===== src/rtl/cpu_pkg.sv =====
// Shared types for the CSC244 register-file controller.
// Opcodes, ALU encodings, FSM states and IR field positions.
package cpu_pkg;

  typedef enum logic [3:0] {
    OP_LOAD = 4'd0,
    OP_COPY = 4'd1,
    OP_ADD  = 4'd2,
    OP_SUB  = 4'd3,
    OP_INV  = 4'd4,
    OP_FLIP = 4'd5
  } opcode_e;

  localparam logic [1:0] ALU_ADD  = 2'b00;
  localparam logic [1:0] ALU_SUB  = 2'b01;
  localparam logic [1:0] ALU_INV  = 2'b10;
  localparam logic [1:0] ALU_FLIP = 2'b11;

  typedef enum logic [1:0] {
    S_IDLE = 2'd0,
    S_T1   = 2'd1,
    S_T2   = 2'd2
  } state_e;

  typedef enum logic [1:0] {
    C_LOAD = 2'd0,
    C_COPY = 2'd1,
    C_ALU  = 2'd2,
    C_ILL  = 2'd3
  } iclass_e;

  localparam int IR_W  = 10;
  localparam int RX_HI = 9;
  localparam int RX_LO = 8;
  localparam int RY_HI = 7;
  localparam int RY_LO = 6;
  localparam int OP_LO = 0;

endpackage


===== src/rtl/instr_decode.sv =====
// Combinational IR decoder for reg_ctrl_fsm.
// Splits the IR into register fields, class and ALU op.
module instr_decode
  import cpu_pkg::*;
#(
  parameter int OPW = 4
) (
  input  logic [IR_W-1:0] ir,
  output logic [1:0]      rx,
  output logic [1:0]      ry,
  output iclass_e         cls,
  output logic [1:0]      aluop
);

  logic [OPW-1:0] op;
  logic           unused_bits;

  assign op          = ir[OP_LO+OPW-1:OP_LO];
  assign unused_bits = ^ir[5:4];

  // Opcode to class and ALU function
  always_comb begin
    rx    = ir[RX_HI:RX_LO];
    ry    = ir[RY_HI:RY_LO];
    cls   = C_ILL;
    aluop = ALU_ADD;
    unique case (1'b1)
      (op == OPW'(OP_LOAD)): cls = C_LOAD;
      (op == OPW'(OP_COPY)): cls = C_COPY;
      (op == OPW'(OP_ADD)): begin
        cls   = C_ALU;
        aluop = ALU_ADD;
      end
      (op == OPW'(OP_SUB)): begin
        cls   = C_ALU;
        aluop = ALU_SUB;
      end
      (op == OPW'(OP_INV)): begin
        cls   = C_ALU;
        aluop = ALU_INV;
      end
      (op == OPW'(OP_FLIP)): begin
        cls   = C_ALU;
        aluop = ALU_FLIP;
      end
      default: cls = C_ILL;
    endcase
  end

endmodule


===== src/rtl/reg_ctrl_fsm.sv =====
// Multi-cycle register-file controller (IDLE/T1/T2).
// Define REG_CTRL_TRAP_EN to add the sticky Err port.
module reg_ctrl_fsm
  import cpu_pkg::*;
#(
  parameter int OPW = 4
) (
  input  logic            CLKb,
  input  logic            RSTb,
  input  logic            Execute,
  input  logic [IR_W-1:0] IR,
  output logic            ENW,
  output logic [1:0]      WRA,
  output logic            ENR0,
  output logic [1:0]      RDA0,
  output logic            ENR1,
  output logic [1:0]      RDA1,
  output logic            ExtEn,
  output logic            GLd,
  output logic            GEn,
  output logic [1:0]      AluOp,
  output logic            Busy,
  output logic            Done
`ifdef REG_CTRL_TRAP_EN
  ,
  output logic            Err
`endif
);

  state_e          state;
  logic [IR_W-1:0] ir_q;
  logic            ex_prev;
  logic [IR_W-1:0] dec_ir;
  logic [1:0]      d_rx;
  logic [1:0]      d_ry;
  iclass_e         d_cls;
  logic [1:0]      d_alu;
  logic            start;

  // In IDLE decode the incoming word so T1 outputs can be registered
  assign dec_ir = (state == S_IDLE) ? IR : ir_q;
  assign start  = (state == S_IDLE) && Execute && !ex_prev;

  instr_decode #(
    .OPW(OPW)
  ) u_dec (
    .ir   (dec_ir),
    .rx   (d_rx),
    .ry   (d_ry),
    .cls  (d_cls),
    .aluop(d_alu)
  );

  // State, IR latch, edge detector and registered Moore outputs
  always_ff @(posedge CLKb) begin
    if (!RSTb) begin
      state   <= S_IDLE;
      ir_q    <= '0;
      ex_prev <= 1'b1;
      ENW     <= 1'b0;
      WRA     <= 2'd0;
      ENR0    <= 1'b0;
      RDA0    <= 2'd0;
      ENR1    <= 1'b0;
      RDA1    <= 2'd0;
      ExtEn   <= 1'b0;
      GLd     <= 1'b0;
      GEn     <= 1'b0;
      AluOp   <= 2'd0;
      Busy    <= 1'b0;
      Done    <= 1'b0;
`ifdef REG_CTRL_TRAP_EN
      Err     <= 1'b0;
`endif
    end else begin
      ex_prev <= Execute;
      ENW     <= 1'b0;
      WRA     <= 2'd0;
      ENR0    <= 1'b0;
      RDA0    <= 2'd0;
      ENR1    <= 1'b0;
      RDA1    <= 2'd0;
      ExtEn   <= 1'b0;
      GLd     <= 1'b0;
      GEn     <= 1'b0;
      AluOp   <= 2'd0;
      Busy    <= 1'b0;
      Done    <= 1'b0;
      unique case (state)
        S_IDLE: begin
          if (start) begin
            ir_q  <= IR;
            state <= S_T1;
            Busy  <= 1'b1;
`ifdef REG_CTRL_TRAP_EN
            Err   <= (d_cls == C_ILL);
`endif
            unique case (d_cls)
              C_LOAD: begin
                ExtEn <= 1'b1;
                ENW   <= 1'b1;
                WRA   <= d_rx;
                Done  <= 1'b1;
              end
              C_COPY: begin
                ENR0 <= 1'b1;
                RDA0 <= d_ry;
                ENW  <= 1'b1;
                WRA  <= d_rx;
                Done <= 1'b1;
              end
              C_ALU: begin
                ENR1  <= 1'b1;
                RDA1  <= d_rx;
                ENR0  <= 1'b1;
                RDA0  <= d_ry;
                AluOp <= d_alu;
                GLd   <= 1'b1;
              end
              default: Done <= 1'b1;
            endcase
          end
        end
        S_T1: begin
          if (d_cls == C_ALU) begin
            state <= S_T2;
            Busy  <= 1'b1;
            GEn   <= 1'b1;
            ENW   <= 1'b1;
            WRA   <= d_rx;
            Done  <= 1'b1;
          end else begin
            state <= S_IDLE;
          end
        end
        default: state <= S_IDLE;
      endcase
    end
  end

endmodule


===== config.mk =====
export PLATFORM = sky130hd
export DESIGN_NAME = reg_ctrl_fsm
export DESIGN_NICKNAME = d
export VERILOG_FILES = /design/src/rtl/cpu_pkg.sv /design/src/rtl/instr_decode.sv /design/src/rtl/reg_ctrl_fsm.sv
export SDC_FILE = /design/constraint.sdc
export NUM_CORES = 1
export LEC_CHECK = 0
export CORE_ASPECT_RATIO = 1.4
export CORE_MARGIN = 2
export CORE_UTILIZATION = 43
export DETAILED_ROUTE_END_ITERATION = 6
export GPL_ROUTABILITY_DRIVEN = 1
export HOLD_SLACK_MARGIN = 0.05
export PLACE_DENSITY = 0.73
export SETUP_SLACK_MARGIN = 0.2
export SLEW_MARGIN = 20
export SYNTH_ARGS = -nofsm -noshare
export SYNTH_HDL_FRONTEND = slang
export SYNTH_HIERARCHICAL = 1
export SYNTH_SLANG_ARGS = --single-unit

===== constraint.sdc =====
create_clock -name CLKb -period 2.28 [get_ports CLKb]
set_clock_uncertainty 0.2 [all_clocks]
set_input_delay 0.456 -clock CLKb [delete_from_list [all_inputs] [get_ports CLKb]]
set_output_delay 0.456 -clock CLKb [all_outputs]
set_load 0.01 [all_outputs]

=== Yosys cells after proc, flatten, opt, wreduce, memory -nomap -nowiden ===
Cells that the tools add are included.

* Register bits: 28
* Input port bits: 13
* Output and inout port bits: 16

* Equality and inequality tests: 9
* Mux-type cells: 21
* Reductions and logical operators: 14

{| class="wikitable"
|+ Operators with widths
! kind !! number
|-
| one-hot mux 2 bit (3 select lines) || 2
|-
| 2-to-1 mux 10 bit || 1
|-
| 2-to-1 mux 2 bit || 5
|-
| equality test 4 x 2 -> 1 bit (second input constant) || 2
|-
| equality test 4 x 3 -> 1 bit (second input constant) || 2
|-
| 2-to-1 mux 1 bit || 8
|-
| one-hot mux 2 bit (2 select lines) || 2
|-
| AND reduction 4 bit || 2
|-
| one-hot mux 1 bit (2 select lines) || 3
|-
| equality test 2 x 1 -> 1 bit (second input constant) || 2
|-
| equality test 4 x 1 -> 1 bit (second input constant) || 1
|-
| zero test 2 bit || 2
|-
| zero test 4 bit || 1
|-
| AND reduction 2 bit || 2
|-
| OR reduction 2 bit || 2
|-
| OR reduction 4 bit || 1
|-
| AND reduction 3 bit || 1
|-
| equality test 2 bit (second input constant) || 1
|-
| logical AND 1 bit || 2
|-
| != test 2 bit (second input constant) || 1
|-
| zero test 1 bit || 1
|}

=== Logic depth before layout (Yosys ltp) ===
Gate-level depths: netlist of run 1.

* Depth in word-level cells: 10
* Gate-level depth with buffers: 8
* Mapped depth without buffers: 8

=== Hierarchy ===
Netlist of run 1, hierarchy kept.

{| class="wikitable"
|+ Modules (own cells, without submodules)
! module !! instances !! cells each !! area each (µm²)
|-
| reg_ctrl_fsm || 1 || 112 || 1138.6
|-
| instr_decode || 1 || 11 || 81.3
|}

=== Least setup slack after synthesis of run 1 ===
Ideal clock, no wire load.

* Kind: flip-flop to flip-flop
* From: reg state[1]
* To: reg Busy
* Arrival time: 1.978 ns
* Setup slack: -0.029 ns
* Stages on the path, launching flop included: 9
* Clock period less this slack: 2.309 ns
* Cell sequence: dfxtp_1 > nor2_2 > mux2_2 > nand2b_1 > o21ai_0 > inv_1 > ha_1 > nand4b_1 > o21ai_0

* Word-level cells in the longest chain between the ends: 8

{| class="wikitable"
|+ Ends and longest elaborated chain
! what !! line !! text
|-
| start, declared || reg_ctrl_fsm.sv:30 || <nowiki>state_e state;</nowiki>
|-
| start signal, assigned || reg_ctrl_fsm.sv:57 || <nowiki>state <= S_IDLE;</nowiki>
|-
| start signal, assigned || reg_ctrl_fsm.sv:93 || <nowiki>state <= S_T1;</nowiki>
|-
| start signal, assigned || reg_ctrl_fsm.sv:126 || <nowiki>state <= S_T2;</nowiki>
|-
| zero test 2 bit * || reg_ctrl_fsm.sv:41 || <nowiki>assign dec_ir = (state == S_IDLE) ? IR : ir_q;</nowiki>
|-
| 2-to-1 mux 10 bit * || reg_ctrl_fsm.sv:41 ||
|-
| named net dec_ir[2] || reg_ctrl_fsm.sv:33 || <nowiki>logic [IR_W-1:0] dec_ir;</nowiki>
|-
| equality test 4 x 3 -> 1 bit, or another cell as far along || instr_decode.sv:42 || <nowiki>(op == OPW'(OP_FLIP)): begin</nowiki>
|-
| OR reduction 4 bit (no source line) || n/a ||
|-
| one-hot mux 2 bit (3 select lines) * || instr_decode.sv:27 || <nowiki>unique case (1'b1)</nowiki>
|-
| named net d_cls[0] || reg_ctrl_fsm.sv:36 || <nowiki>iclass_e d_cls;</nowiki>
|-
| equality test 2 bit * || reg_ctrl_fsm.sv:125 || <nowiki>if (d_cls == C_ALU) begin</nowiki>
|-
| 2-to-1 mux 1 bit * || reg_ctrl_fsm.sv:125 ||
|-
| one-hot mux 1 bit (2 select lines) * || reg_ctrl_fsm.sv:89 || <nowiki>unique case (state)</nowiki>
|-
| end signal, assigned || reg_ctrl_fsm.sv:87 || <nowiki>Busy <= 1'b0;</nowiki>
|-
| end signal, assigned || reg_ctrl_fsm.sv:94 || <nowiki>Busy <= 1'b1;</nowiki>
|-
| end signal, assigned || reg_ctrl_fsm.sv:127 || <nowiki>Busy <= 1'b1;</nowiki>
|-
| end, declared || reg_ctrl_fsm.sv:22 || <nowiki>output logic Busy,</nowiki>
|}

The timed path passes the listed nets; every way through them passes the cells marked *.
A chain may end at the register's enable or synchronous reset.

=== Worst setup path in the final report of run 1 ===
* From: reg state[0]
* To: reg WRA[0]

* Word-level cells in the longest chain between the ends: 10

{| class="wikitable"
|+ Ends and longest elaborated chain
! what !! line !! text
|-
| zero test 2 bit * || reg_ctrl_fsm.sv:41 ||
|-
| 2-to-1 mux 10 bit * || reg_ctrl_fsm.sv:41 ||
|-
| named net dec_ir[3] || reg_ctrl_fsm.sv:33 ||
|-
| equality test 4 x 3 -> 1 bit, or another cell as far along || instr_decode.sv:42 ||
|-
| OR reduction 4 bit (no source line) || n/a ||
|-
| one-hot mux 2 bit (3 select lines) * || instr_decode.sv:27 ||
|-
| named net d_cls[1] || reg_ctrl_fsm.sv:36 ||
|-
| equality test 2 x 1 -> 1 bit or zero test 2 bit (tied branches) || reg_ctrl_fsm.sv:98 || <nowiki>unique case (d_cls)</nowiki>
|-
| OR reduction 2 bit (no source line) || n/a ||
|-
| 2-to-1 mux 2 bit || reg_ctrl_fsm.sv:98 ||
|-
| 2-to-1 mux 2 bit || reg_ctrl_fsm.sv:91 || <nowiki>if (start) begin</nowiki>
|-
| one-hot mux 2 bit (2 select lines) * || reg_ctrl_fsm.sv:89 ||
|-
| end signal, assigned || reg_ctrl_fsm.sv:102 || <nowiki>WRA <= d_rx;</nowiki>
|-
| end signal, assigned || reg_ctrl_fsm.sv:109 || <nowiki>WRA <= d_rx;</nowiki>
|-
| end signal, assigned || reg_ctrl_fsm.sv:130 || <nowiki>WRA <= d_rx;</nowiki>
|-
| end, declared || reg_ctrl_fsm.sv:13 || <nowiki>output logic [1:0] WRA,</nowiki>
|}

Marked as above.

==> results.toml, run 1 <==
[run_status]
status = "finished, final reports clean"

[cells_and_area]
fill_cells = 209
nets = 163
fin_cells = 180
drive_gt1_frac = 0.260
diodes = 0
area_growth_pct = 39.7

[global_route]
grt_pass1_wl_um = 3660
grt.overflow.total = 0
grt_pass1_vias = 898
grt_max_degree = 18
track_usage = 0.167
antenna_found_initial = 0

[sta]
tns_ns = 0
slew_headroom = 0.756
fmax_mhz = 455
setup_violations = 0
rsz0062_at_grt = "yes"
hold_violations = 0
layout_min_cycle_time_ns = 2.20
finalCritPeriodShare = 0.963
drv_slew = 0
worst_pin_slew_ns = 0.365

[placed_design]
dp_hpwl_um = 1560
io_buffers = 26
dp_cells = 173
place_congestion = 0.720

[critical_path]
reg2reg_depth = 6
critPathSlowestCell = "or3_4"
critical_path.max_stage_delay_ns = 0.42
endpoint_kind = "register"
regToRegSetupSlack_ns = 0.08
r2r-end = "WRA[0]"
cp_data_required_time_ns = 2.29
path_cells = "nor2_4, mux2_4, or3_4, ha_4, nand4b_1, o22ai_1"
critPathLaunchType = "register"
regToRegStartpoint = "state[0]"
crit_type = "register to register"
crit_start = "state[0]"
crit_arrival_ns = 2.21
path_max_fanout = 7

[clock_network]
clock_path_buffers = 2
path_clk_slew_ns = 0.14
clock_latency_ns = 0.32
cts_root_buf = "clkbuf_4"
cts_sinks = 26
cts_hold_buf = 0
cts_tree = "done"
htreeDepth = 1
cts_buffers = 3

[pwr]
cellLeakagePower_nw = 0.631
irDropWorstVdd_mv = 0.390
finalPower_uw = 914
powerDensity_mw_per_mm2 = 587

[floorplan]
ios = 29
dieArea_sq_mm = 0.00302
die_y_um = 64.2
core_area_sq_mm = 0.00242
start_util = 0.461
die_w_um = 47.0
rows = 21

[drt]
avgRoutedWirePerCell_um = 12.0
wl_met3_um = 62
drt_first_pass_iters = 6
remaining_drc_errors = 0
wl_um = 2170
drt-vias-per-instance = 4.98
wl_met2_um = 1200
ant_nets = 0
vias = 896
top_layer = "met4"
drt-initial-drc-count = 28
wl_met1_um = 876

[worst_hold_path]
worstHoldPathCells = 2
worstHoldStart = "ir_q[7]"
hp-class = "register to register"
hold_path_end = "ir_q[7]"

[synth]
syn_area_sq_mm = 0.00111
syn_area_per_cell_sq_um = 9.87
syn-num-nets = 129
syn_inst = 113
yosysWarningCount = 6

[job]
cap_violations = 0
## per-stage QoR
step / area [sq um] / hold WS [ns] / worst slack (ns) / util
floorplan: 1130 / 0.232 / 0.201 / -
global placement: 1460 / 0.239 / -0.159 / 0.602
detailed placement: 1460 / 0.249 / -0.213 / 0.602
CTS: 1550 / 0.267 / 0.0876 / 0.640
global route: 1560 / 0.288 / 0.0277 / 0.644
finish: 1560 / 0.268 / 0.0841 / 0.644
## routing by layer
| metal | GRT usage | up-vias |
|---|---|---|
| li1 | - | 442 |
| met1 | 0.168 | 432 |
| met2 | 0.312 | 18 |
| met3 | 0.0254 | 4 |
| met4 | 0.0729 | 0 |
| met5 | 0 | - |
## registers in the layout, indices dropped and copies added, names as in the netlist
signal   flops
Busy         1
ENR0         1
Done         1
ir_q         8
ex_prev      1
GLd          1
ExtEn        1
WRA          2
ENW          1
GEn          1
state        2
RDA0         2
RDA1         2
AluOp        2
## cell usage in the layout, fill, tap and decap left out, drive strengths merged
cell type      instances
o21ai                  4
nand3b                 3
nand2b                 2
nor3b                  2
o31ai                  1
xnor2                  1
inv                    9
and3                   2
nor3                   6
mux2                   8
dfxtp                 26
nand2                 16
or4b                   1
nor2                   3
clkdlybuf4s50         26
o22ai                  2
nand4b                 1
mux2i                  8
bufinv                 1
ha                     3
buf                   13
o211ai                 2
a21oi                  1
or3                    1
nor4b                  1
clkbuf                 3
## cell type report
| cell class | instances | area (sq um) | area share |
|---|---|---|---|
| multi-input combinational | 68 | 536 | 0.344 |
| sequential | 26 | 523 | 0.336 |
| timing repair buffer | 39 | 370 | 0.238 |
| tap | 34 | 42.5 | 0.0273 |
| inverter | 9 | 33.8 | 0.0217 |
| clock inverter | 1 | 30.0 | 0.0193 |
| clock buffer | 3 | 22.5 | 0.0145 |
## where the power goes
| group | switching [mW] | internal, mW | leakage, nW |
|---|---|---|---|
| registers | 0.00438 | 0.464 | 0.212 |
| logic | 0.0596 | 0.0740 | 0.392 |
| clock network | 0.134 | 0.178 | 0.0279 |
| total | 0.198 | 0.716 | 0.631 |
## critical path, delay by kind of cell, from the launching register on
family | cells | cell delay, ns
DFF | 1 | 0.36
adders and majority gates | 1 | 0.18
and+or+nand+nor | 3 | 0.86
muxes | 1 | 0.35
AOI/OAI and AO/OA | 1 | 0.13
## worst max path at each step
stage                   to  slack, ns  depth (start not counted)
global placement      Done      -0.16                          6
CTS                 WRA[0]       0.09                          6
finish              WRA[0]       0.08                          6
global route          Done       0.03                          6
detailed placement  WRA[0]      -0.21                          8
floorplan             Done       0.20                          6
## what timing repair did
item / in CTS / in global routing
hold endpoints to repair: 0 / 0
pin swaps: 8 / 2
endpoints found under the setup margin: 10 / 16
resized for setup: 7 / 1
setup buffers: 2 / 1
Note: power is estimated with default switching activity, not from simulation.
==> run 2, diff against run 1 <==
- ABC_AREA: unset -> 1
- CORE_ASPECT_RATIO: 1.4 -> 0.7
- SKIP_LAST_GASP: unset -> 1
==> results.toml, run 2 <==
[run_status]
status = "finished, final reports clean"

[global_route]
antenna_found_initial = 0
grt_max_degree = 16
track_usage = 0.157
grt_pass1_vias = 851
grt_pass1_wl_um = 3470
grt.overflow.total = 0

[floorplan]
core_area_sq_mm = 0.00248
dieArea_sq_mm = 0.00306
ios = 29
rows = 15
die_y_um = 46.9
die_w_um = 65.2
start_util = 0.456

[clock_network]
cts_root_buf = "clkbuf_8"
cts_buffers = 3
htreeDepth = 1
clock_latency_ns = 0.28
cts_hold_buf = 0
cts_sinks = 26
cts_tree = "done"
clock_path_buffers = 2
path_clk_slew_ns = 0.09

[drt]
wl_um = 2370
ant_nets = 0
drt-vias-per-instance = 4.48
vias = 998
remaining_drc_errors = 0
avgRoutedWirePerCell_um = 10.6
drt-initial-drc-count = 34
drt_first_pass_iters = 4

[cells_and_area]
drive_gt1_frac = 0.185
diodes = 0
fin_util = 0.636
largest-register = "ir_q"
mostFrequentLayoutCell = "nand2_1"
area_growth_pct = 39.6
layout_common_cells = "nand2_1 (32), dfxtp_1 (26), clkdlybuf4s50_1 (26)"
nets = 206
largest_reg_flops = 8
fill_cells = 235

[sta]
rsz0062_at_grt = "no"
tns_ns = 0
hold_violations = 0
slew_headroom = 0.776
setup_violations = 0
layout_min_cycle_time_ns = 2.06
finalCritPeriodShare = 0.902
fmax_mhz = 486
drv_slew = 0
worst_pin_slew_ns = 0.335

[synth]
yosysWarningCount = 6
syn_area_sq_mm = 0.00113
syn_inst = 158
syn_area_per_cell_sq_um = 7.14
syn-num-nets = 174

[pwr]
irDropWorstVdd_mv = 0.434
finalPower_uw = 989
powerDensity_mw_per_mm2 = 628
cellLeakagePower_nw = 0.699

[critical_path]
crit_type = "input pin to register"
critical_path.max_stage_delay_ns = 0.45
critPathLaunchType = "input pin"
cp_data_required_time_ns = 2.24
crit_arrival_ns = 2.02
path_cells = "clkdlybuf4s50_1, inv_1, o21ai_2, inv_2, nor2_4, nand2_1, nand2_2, inv_4, ha_4, nor2_4, inv_1, nand2_1, a21oi_1"
path_max_fanout = 3
critPathSlowestCell = "clkdlybuf4s50_1"
endpoint_kind = "register"

[worst_hold_path]
hp-class = "register to register"

[job]
cap_violations = 0

[placed_design]
dp_hpwl_um = 1610
place_congestion = 0.794
io_buffers = 26
-- run 2: changes by cell type in the layout (fill, tap and decap cells not counted), sizes merged, moves of 7 or more --
cell / change
nor2: +27
nand2: +21
inv: +20
mux2: -8
mux2i: -8
o21ai: +7
-- run 2: path summary, 6_finish.rpt --
path	to	start	cells after the start	slack (ns)
worst max-delay path	ENW	IR[0]	13	0.22
worst max register to register	ENW	state[0]	14	0.28
worst min register to register	ir_q[6]	ir_q[6]	2	0.29
worst min-delay path	ir_q[6]	ir_q[6]	2	0.29
-- run 2: layer usage --
layer / wire length, um / share of wire / GRT usage / up-vias
met3: 90 / 0.038 / 0.0432 / 5
li1: - / - / - / 525
met2: 1220 / 0.51 / 0.292 / 15
met1: 1010 / 0.43 / 0.165 / 453
met5: 0 / 0 / 0 / -
met4: 51 / 0.021 / 0.100 / 0
-- run 2: repair_timing --
| action | CTS | global route |
|---|---|---|
| buffers inserted | 0 | 1 |
| pin swaps | 1 | 3 |
| setup endpoints to repair | 15 | 15 |
| gates resized for setup | 5 | 16 |
-- run 2: final cells by class --
type | instances | area, sq um | area share
timing repair buffer | 36 | 335 | 0.213
inverter | 30 | 115 | 0.0731
clock buffer | 3 | 41.3 | 0.0262
clock inverter | 1 | 30.0 | 0.0191
multi-input combinational | 93 | 490 | 0.311
sequential | 26 | 520 | 0.330
tap | 34 | 42.5 | 0.0270
-- run 2: power breakdown --
part | internal [mW] | switching [mW] | leakage, nW
clock network | 0.235 | 0.149 | 0.0357
registers | 0.465 | 0.00492 | 0.211
logic | 0.0639 | 0.0714 | 0.452
total | 0.764 | 0.225 | 0.699
-- run 2: through the flow --
step | setup WS [ns] | hold slack, ns | cells | cell area [sq um]
final | 0.224 | 0.290 | 223 | 1580
after global routing | 0.173 | 0.329 | 223 | 1580
after CTS | 0.212 | 0.292 | 222 | 1520
after detailed placement | -0.271 | 0.271 | 218 | 1440
after global placement | -0.152 | 0.263 | 218 | 1440
after floorplan | 0.266 | 0.253 | 158 | 1130
-- run 2: critical path: cells and delay by family --
kind,cells,cell delay [ns]
AO/OA/AOI/OAI,2,0.22
AND/OR/NAND/NOR,5,0.48
adder cells (fa/ha/maj),1,0.17
buffers and inverters,5,0.68
==> run 3, diff against run 2 <==
--- a/config.mk
+++ b/config.mk
@@ -11,5 +11,5 @@
 export CORE_UTILIZATION = 43
 export DETAILED_ROUTE_END_ITERATION = 6
-export GPL_ROUTABILITY_DRIVEN = 1
+export GPL_ROUTABILITY_DRIVEN = 0
 export HOLD_SLACK_MARGIN = 0.05
 export PLACE_DENSITY = 0.73
==> constraint.sdc (replaced) <==
create_clock -name CLKb -period 2.28 [get_ports CLKb]
set_clock_uncertainty 0.2 [all_clocks]
set_input_delay 0.342 -clock CLKb [delete_from_list [all_inputs] [get_ports CLKb]]
set_output_delay 0.342 -clock CLKb [all_outputs]
set_load 0.01 [all_outputs]
==> results.toml, run 3 (synthesized netlist as in run 2, its figures left out) <==
[sta]
setup_violations = 0
slew_headroom = 0.775
finalCritPeriodShare = 0.855
fmax_mhz = 513
layout_min_cycle_time_ns = 1.95
hold_violations = 0
tns_ns = 0
rsz0062_at_grt = "no"
worst_pin_slew_ns = 0.337
drv_slew = 0

[floorplan]
die_w_um = 65.2
die_y_um = 46.9
core_area_sq_mm = 0.00248
start_util = 0.456
dieArea_sq_mm = 0.00306
rows = 15
ios = 29

[drt]
ant_nets = 0
remaining_drc_errors = 0
avgRoutedWirePerCell_um = 9.57
wl_um = 2090
drt-initial-drc-count = 38
drt-vias-per-instance = 4.35
drt_first_pass_iters = 4
vias = 949

[placed_design]
io_buffers = 26
place_area_sq_mm = 0.00141
dp_hpwl_um = 1590
dp_cells = 214

[global_route]
antenna_found_initial = 0
grt_busiest_layer = "met2"
grt_util_met1 = 0.150
use_met2 = 0.288
grt_pass1_vias = 848
grt_max_degree = 16
grt_pass1_wl_um = 3320
grt.overflow.total = 0
gr-usage-met3 = 0.0528
track_usage = 0.148

[cells_and_area]
nets = 201
mostFrequentLayoutCell = "nand2_1"
largest_reg_flops = 8
area_growth_pct = 32.9
fin_cells = 218
largest-register = "ir_q"
fin_area_sq_mm = 0.00150
fin_util = 0.606
layout_common_cells = "nand2_1 (34), inv_1 (26), clkdlybuf4s50_1 (26)"
diodes = 0
drive_gt1_frac = 0.136

[critical_path]
worst-path-buf-inv = 4
critPathTopFamily = "buffers and inverters"
crit_type = "input pin to register"
cp_common_cell = "nand2_1"
regToRegSetupSlack_ns = 0.35
path_max_fanout = 5
critPathSlowestCell = "clkdlybuf4s50_1"
path_cells = "clkdlybuf4s50_1, inv_1, o21ai_0, buf_4, nor2_4, nand2_1, nand2_1, inv_1, ha_2, nand2_1, a21oi_1"
cp_data_required_time_ns = 2.28
critPathLaunchType = "input pin"
critical_path.max_stage_delay_ns = 0.45
endpoint_kind = "register"
crit_arrival_ns = 1.95

[pwr]
clkPwrFrac = 0.394
powerDensity_mw_per_mm2 = 638
swShare = 0.216
irDropWorstVdd_mv = 0.384
cellLeakagePower_nw = 0.676
switchingPower_uw = 207
pwr-share-comb = 0.115
power_frac_seq = 0.491
p_int_uw = 751

[clock_network]
clock_path_buffers = 2
cts_sinks = 26
clock_latency_ns = 0.27
cts_buffers = 3
htreeDepth = 1
path_clk_slew_ns = 0.09
cts_tree = "done"
cts_hold_buf = 0
cts_root_buf = "clkbuf_8"

[job]
cap_violations = 0

[worst_hold_path]
hp-class = "register to register"

[run_status]
status = "finished, final reports clean"
==> run 3: cell types whose count changed in the layout (fill, tap and decap cells not counted), moves of 2 or more <==
cell,before,now
inv_1,24,26
nor2_2,2,4
buf_4,10,5
nand2_1,32,34
nand2_2,5,2
ha_4,2,0
nor2_4,5,3
o21ai_0,8,10
==> run 3: worst register-to-register path, cell delays in order (launching register included) <==
cell and delay (ns):
dfxtp_1 0.33, inv_2 0.08, nand2_4 0.08, nand2_1 0.06, o21ai_0 0.07, buf_4 0.16
nor2_4 0.12, nand2_1 0.06, nand2_1 0.08, inv_1 0.07, ha_2 0.19, nor2_2 0.14
nor2_1 0.06, nand2_1 0.06, a21oi_1 0.06
==> run 3: layer usage <==
metal	up-vias	wire (um)
met1	421	899
met3	2	93
li1	510	-
met5	-	0
met2	16	1080
met4	0	13
==> run 3: timing repair <==
item / 4_1_cts / 5_1_grt
pin swaps: 0 / 1
setup buffers: 0 / 0
endpoints found under the hold margin: 0 / 0
resized for setup: 1 / 9
setup endpoints to repair: 3 / 15
==> run 3: path summary, 6_finish.rpt <==
path	from	endpoint	cells after the start
max reg2reg	state[0]	WRA[0]	14
min reg2reg	ir_q[1]	ir_q[1]	2
min	ir_q[1]	ir_q[1]	2
max	IR[2]	ENW	11
==> run 3: per-stage QoR <==
stage | setup slack, ns | total power, mW | hold slack, ns
2_1_floorplan | 0.266 | 0.550 | 0.249
3_3_place_gp | -0.0418 | 0.583 | 0.263
3_5_place_dp | -0.0856 | 0.586 | 0.277
4_1_cts | 0.221 | 0.966 | 0.293
5_1_grt | 0.207 | 1.00 | 0.317
6_report | 0.331 | 0.958 | 0.289
==> run 3: cell type report <==
class,count,area (sq um)
Inverter,30,113
Fill cell,245,977
Sequential cell,26,522
Clock inverter,1,30.0
Timing Repair Buffer,31,298
Tap cell,34,42.5
Clock buffer,3,41.3
Multi-Input combinational cell,93,454
==> run 3: power by group through the flow <==
stage	Combinational, mW	Clock (mW)	Sequential, mW
6_report	0.111	0.377	0.470
5_1_grt	0.124	0.407	0.472
4_1_cts	0.107	0.388	0.470
3_5_place_dp	0.105	0	0.481
3_3_place_gp	0.103	0	0.480
2_1_floorplan	0.0680	0	0.482
